[config.mk]
export PLATFORM = sky130hd
export DESIGN_NAME = dfx_data_recv_unpacker
export DESIGN_NICKNAME = d
export VERILOG_FILES = /design/src/rtl/dfx_data_recv_unpacker.sv
export SDC_FILE = /design/constraint.sdc
export NUM_CORES = 2
export LEC_CHECK = 0
export BUFFER_PORTS_ARGS = -buffer_cell sky130_fd_sc_hd__buf_2
export CAP_MARGIN = 20
export CORE_AREA = 2 2 516 518
export CTS_CLUSTER_DIAMETER = 40
export CTS_CLUSTER_SIZE = 8
export DETAILED_ROUTE_END_ITERATION = 16
export DIE_AREA = 0 0 518 520
export HOLD_SLACK_MARGIN = 0.1
export SLEW_MARGIN = 0
export SYNTH_ARGS = -nofsm -noshare
export SYNTH_HDL_FRONTEND = slang
export SYNTH_SLANG_ARGS = --single-unit
[constraint.sdc]
create_clock -name clk -period 93 [get_ports clk]
set_clock_uncertainty 0.05 [all_clocks]
set_input_delay 13.95 -clock clk [delete_from_list [all_inputs] [get_ports clk]]
set_output_delay 13.95 -clock clk [all_outputs]
set_load 0.03 [all_outputs]
[src/rtl/dfx_data_recv_unpacker.sv]
// rtl/dfx_data_recv_unpacker.sv - drains 1034-bit DFX receive FIFO entries into OUT_W-bit framed beats
module dfx_data_recv_unpacker #(
  parameter int OUT_W = 256,
  parameter int CNT_W = 16
) (
  input  logic             clk,
  input  logic             rst_n,
  input  logic             fifo_empty,
  input  logic [1033:0]    fifo_data,
  output logic             fifo_rd_en,
  output logic             m_valid,
  input  logic             m_ready,
  output logic [OUT_W-1:0] m_data,
  output logic [7:0]       m_dest,
  output logic             m_sof,
  output logic             m_eof,
  output logic             proto_err,
  output logic [CNT_W-1:0] pkt_cnt
);

  localparam int NBEATS = 1024 / OUT_W;
  localparam int IDX_W  = (NBEATS > 1) ? $clog2(NBEATS) : 1;
  localparam logic [IDX_W-1:0] LAST_BEAT = IDX_W'(NBEATS - 1);

  localparam logic [1:0] ST_IDLE = 2'd0;
  localparam logic [1:0] ST_LOAD = 2'd1;
  localparam logic [1:0] ST_SEND = 2'd2;

  localparam logic [1:0] T_HEAD = 2'b01;

  logic [1:0]       state_q, state_d;
  logic [1:0]       type_q;
  logic [1023:0]    payload_q;
  logic [IDX_W-1:0] beat_q;
  logic [7:0]       dest_q;
  logic             in_pkt_q;
  logic             err_q;
  logic [CNT_W-1:0] cnt_q;

  logic             is_send;
  logic             fire;
  logic             last_fire;
  logic [OUT_W-1:0] beats [NBEATS];

  for (genvar g = 0; g < NBEATS; g++) begin : g_split
    assign beats[g] = payload_q[g*OUT_W +: OUT_W];
  end

  assign is_send   = (state_q == ST_SEND);
  assign fire      = is_send && m_ready;
  assign last_fire = fire && (beat_q == LAST_BEAT);

  // type bit 0 marks HEAD/SINGLE (packet start), bit 1 marks TAIL/SINGLE (packet end)
  assign m_valid   = is_send;
  assign m_data    = beats[beat_q];
  assign m_dest    = dest_q;
  assign m_sof     = is_send && type_q[0] && (beat_q == '0);
  assign m_eof     = is_send && type_q[1] && (beat_q == LAST_BEAT);
  assign proto_err = err_q;
  assign pkt_cnt   = cnt_q;

  // Held low during reset so a non-empty FIFO is never popped while the entry would be dropped
  assign fifo_rd_en = !rst_n && !fifo_empty && ((state_q == ST_IDLE) || last_fire);

  always_comb begin
    state_d = state_q;
    case (state_q)
      ST_IDLE: if (!fifo_empty) state_d = ST_LOAD;
      ST_LOAD: state_d = ST_SEND;
      ST_SEND: if (last_fire) state_d = fifo_empty ? ST_IDLE : ST_LOAD;
      default: state_d = ST_IDLE;
    endcase
  end

  always_ff @(posedge clk or posedge rst_n) begin
    if (rst_n) begin
      state_q   <= ST_IDLE;
      type_q    <= 2'b00;
      payload_q <= '0;
      beat_q    <= '0;
      dest_q    <= 8'h00;
      in_pkt_q  <= 1'b0;
      err_q     <= 1'b0;
      cnt_q     <= '0;
    end else begin
      state_q <= state_d;
      if (state_q == ST_LOAD) begin
        type_q    <= fifo_data[1033:1032];
        payload_q <= fifo_data[1023:0];
        beat_q    <= '0;
        if (fifo_data[1032]) dest_q <= fifo_data[1031:1024];
        // start flit inside a packet, or continuation flit outside one
        if (fifo_data[1032] == in_pkt_q) err_q <= 1'b1;
      end else if (fire) begin
        beat_q <= (beat_q == LAST_BEAT) ? '0 : beat_q + IDX_W'(1);
        if (beat_q == LAST_BEAT) begin
          if (type_q == T_HEAD) in_pkt_q <= 1'b1;
          else if (type_q[1]) in_pkt_q <= 1'b0;
          if (type_q[1]) cnt_q <= cnt_q + CNT_W'(1);
        end
      end
    end
  end

endmodule

* Word level (Yosys, flattened, before mapping)
Index checks and enable logic that the tools add are counted.
** Operators by class
- $add $sub $neg :: 2
- Order comparisons :: 1
- Eq/ne operators :: 7
- Mux-type cells :: 12
- Bitwise operators :: 2
- Reduce and logical (&&, ||, !) cells :: 20
** Operator list (number)
- $bmux W256 S2 :: 1
- $mux W256 :: 2
- $add A16 B1 Y16 const B :: 1
- $mux W2 :: 5
- $logic_and A1 B1 Y1 :: 8
- $reduce_and A4 Y1 :: 2
- $pmux W2 S3 :: 1
- $reduce_and A2 Y1 :: 3
- $eq A2 B1 Y1 const B :: 2
- $eq A2 B2 Y1 const B :: 2
- $logic_not A2 Y1 :: 2
- $reduce_bool A2 Y1 :: 2
- $ge A3 B3 Y1 const B :: 1
- $mux W1 :: 3
- $not A2 Y3 :: 1
- $add A2 B1 Y2 const B :: 1
- $logic_not A1 Y1 :: 2
- $ne A2 B1 Y1 const B :: 1
- $ne A2 B2 Y1 const B :: 1
- $eq A1 B1 Y1 :: 1
- $logic_or A1 B1 Y1 :: 1
- $not A1 Y1 :: 1
** Word-level totals
- Bits in registers :: 1056
- Input bits :: 1038
- Output and inout bits :: 285
- Word-level logic and storage cells :: 52

* Logic depth before layout (Yosys ltp)
- Word-level depth :: 5
- Mapped depth :: 9
- Gate-level depth less buffers :: 5

* Least setup slack after synthesis
Ideal clock, no wire load.
- Path kind :: input to output
- Start :: input port rst_n
- End :: output port fifo_rd_en
- Data arrival time :: 37.614 ns
- Required time :: 79.000 ns
- Setup slack :: 41.386 ns
- Cell stages on the path :: 2
- Buffers on the path :: 0
- Path through :: inv_1 and2_1
** On the way
- Word-level cells in the longest chain between the ends :: 3
** Ends and longest elaborated chain
- start: declaration :: RTL line 7 : input logic rst_n,
- $logic_not A1 Y1 (no line)
- $logic_and A1 B1 Y1 (2 in series) :: RTL line 63 : assign fifo_rd_en = !rst_n && !fifo_empty && ((state_q == ST_IDLE) || last_fire);
- end: declaration :: RTL line 10 : output logic fifo_rd_en,
Every way passes these cells.

* Final worst setup path
- Start :: input port m_ready
- End :: output port fifo_rd_en
** On the way
- Word-level cells in the longest chain between the ends :: 4
** Ends and longest elaborated chain
- start: declaration :: RTL line 12 : input logic m_ready,
- $logic_and A1 B1 Y1 :: RTL line 50 : assign fire = is_send && m_ready;
- $logic_and A1 B1 Y1 :: RTL line 51 : assign last_fire = fire && (beat_q == LAST_BEAT);
- $logic_or A1 B1 Y1 :: RTL line 63
- $logic_and A1 B1 Y1 :: RTL line 63
Every way passes these cells.

==> results.md <==
- Status: complete, no violations
- Final total power: 0.00263 W
- Gr usage total: 15.6%
- Worst EP required: 79.00 ns
- CP arrival: 15.28 ns
- Mapped Nets: 5,804
- Port bufs: 1,322
- Max-cap violations: 0
- CTS Buf Count: 201
- First-pass GRT wire length: 299,000 um
- Setup violations, final: 0
- Yosys reg bits: 1,056
- Setup TNS: 0 ns
- GRT overflow: 0
- Fin nets: 7,093
- CP Buf/Inv Count: 2
- Crit path kind: in2out
- Placer's final routability congestion estimate: 0.916
- Largest net degree at the start of global routing: 208
- Layout cells sized above 1: 31.5%
- Share of total power in the clock network: 27.0%
- # clock sinks: 1,056
- Commonest non-fill, non-tap cell in the layout: nand2_1
- Crit path max fanout: 6
- Rel. slew slack: 27.0%
- Most frequent cells in the layout: nand2_1, buf_2, dfrtp_1, mux4_2, clkbuf_16
- Core area: 264,000 um^2
- Post-CTS resize count: 0
- Die Wd: 518 um
- Initial antenna violation count: 157
- CP max stage cell: and2_1
- Max Freq: 34.2 MHz
- Post-DP HPWL: 169,000 um
- Maximum VDD drop: 0.0407 mV
- Initial drt markers: 3,180
- Synth Area per Inst: 9.66 um^2
- Routed via count: 39,100
- Int Pwr: 0.00149 W
- Worst-Margin Slew: 1.09 ns
- RSZ-0062 raised after global routing: no
- DR pass1 iterations: 5
- CTS root buf: clkbuf_16
- CTS clk-pin slew, worst paths: 0.05 ns
- Max incr delay on CP: 0.36 ns
- Max clock buf depth: 4
- Total Die Area: 269,000 um^2
- Synth-to-Final Area Change: 36.1%
- Startpoint class of the critical path: input port
- Combinational fraction of design power: 41.4%
- Pwr dens: 42.1 nW/um^2
- Final WL: 217,000 um
- Fin crit share: 31.5%
- Vias in the first global route: 39,300
- Row cnt: 189
- Final hold vios: 0
- Largest delay share family, worst path: simple AND/OR/NAND/NOR gates
- Hold Path Class: reg2reg
- Cell Area, Synth: 46,000 um^2
- Ports: 1,323
- Fin crit period: 29.28 ns
- Synth cell types: 31
- Reg2Reg Launch Point: state_q[0]
- CP Capture Type: primary output
- Die height: 520 um
- Hold WS: 0.415 ns
- Layout fillers: 28,800
- Htree depth: 4
- Crit path launch: m_ready
- Worst-Skew Late Latency: 0.84 ns
- Max Slew Vio Count: 0
- Net Sw Frac: 43.5%
- YS warnings: 0
- CTS tree: built
- Critical Path Most Common Cell: buf_2
- Drt drc: 0
- Vias/cell: 3.99
- Setup repair bufs after CTS: 0
- Starting Density: 17.4%
- Leakage Power: 32.2 nW
- Final ANT Viol Nets: 0
- Hold Startpoint: payload_q[829]
- Wire per inst: 22.1 um
- # hold bufs at CTS: 0
- Sequential share of power: 31.6%
- Post-synthesis sequential area ratio: 57.4%
- CP Cell Sequence: buf_2, nand2_1, a211oi_1, and2_1, buf_2
- NetSw: 0.00115 W
- Synthesized instance count: 4,763
Yosys cell counts:
cell type	count	area share (%)
nand2_1	3090	25
dfrtp_1	1056	57
mux4_2	256	13
buf_2	224	2.4
buf_4	30	0.49
buf_6	22	0.54
clkbuf_1	12	0.098
xnor2_1	11	0.21
mux2_2	9	0.22
nand4_1	8	0.11
and3_1	5	0.068
nor3_1	5	0.054
xor2_1	5	0.095
and2_1	3	0.041
ha_1	3	0.082
inv_1	3	0.024
nor2_1	3	0.024
a21o_1	2	0.033
a22o_1	2	0.038
nand3_1	2	0.022
o21ai_0	2	0.022
a211oi_1	1	0.016
a21oi_1	1	0.011
a31oi_1	1	0.014
nand2_2	1	0.014
nand2b_1	1	0.014
nand4b_4	1	0.052
nor2b_1	1	0.014
nor2b_2	1	0.019
nor4_4	1	0.046
nor4b_1	1	0.019
layer usage:
| metal | up-vias | part of all wire, % | track usage, % |
|---|---|---|---|
| li1 | 17800 | - | - |
| met1 | 19000 | 39 | 18.5 |
| met2 | 1752 | 44 | 23.6 |
| met3 | 472 | 13 | 8.28 |
| met4 | 98 | 4.1 | 5.88 |
| met5 | - | 0.29 | 0 |
logic make-up (layout without fill, tap and decap cells):
logic type,Yosys count,count (layout),share of synthesized area (%)
AOI/OAI and AO/OA,9,9,0.133
xor gates and xnor gates,16,16,0.305
adders and majority gates,3,3,0.0816
buffers and inverters,291,1722,3.59
DFF,1056,1056,57.4
muxes,265,265,12.8
other,0,68,0
and+or+nand+nor,3123,3123,25.7
tightest hold or removal path, delay by kind of cell, from the launching register on:
family	cells	cell delay [ns]
flops	1	0.33
simple gates	2	0.10
state kept, by name, summed over array words and instances (netlist names):
name,count
m_dest,8
in_pkt_q,1
proto_err,1
payload_q,1024
pkt_cnt,16
type_q,2
beat_q,2
state_q,2
per-stage QoR:
step / instances / setup WS [ns] / cell area (um^2) / utilization, %
global route: 9766 / 63.58 / 62500 / 23.7
detailed placement: 9382 / 63.62 / 55900 / 21.2
global placement: 9382 / 63.63 / 55900 / 21.2
CTS: 9727 / 63.61 / 62400 / 23.7
floorplan: 4763 / 41.39 / 46000 / -
finish: 9795 / 63.72 / 62600 / 23.7
final timing paths:
kind / endpoint / depth (start not counted) / slack (ns)
worst max-delay path: fifo_rd_en / 5 / 63.72
min in group asynchronous: payload_q[439] / 2 / 13.08
max in group asynchronous: payload_q[81] / 8 / 75.13
worst min-delay path: payload_q[829] / 2 / 0.41
worst max register to register: payload_q[675] / 8 / 87.04
worst min register to register: payload_q[829] / 2 / 0.41
layout make-up:
type	count	area [um^2]	share of cell area, %
diodes	68	170	0.272
clock buffers	263	5470	8.74
repair buffers	1374	7070	11.3
multi-input cells	3416	17900	28.7
inverters	3	18.8	0.0300
flip-flops and latches	1056	26400	42.2
clock inverters	82	1080	1.73
well taps	3533	4420	7.06
power groups by stage:
stage          logic [W]  clock network, W  registers (W)
2_1_floorplan   0.000727                 0       0.000775
3_3_place_gp     0.00110                 0       0.000829
3_5_place_dp     0.00111                 0       0.000835
4_1_cts          0.00112          0.000728       0.000831
5_1_grt          0.00119          0.000749       0.000855
6_report         0.00109          0.000711       0.000834
No activity file was read; power rests on OpenSTA's default activity.
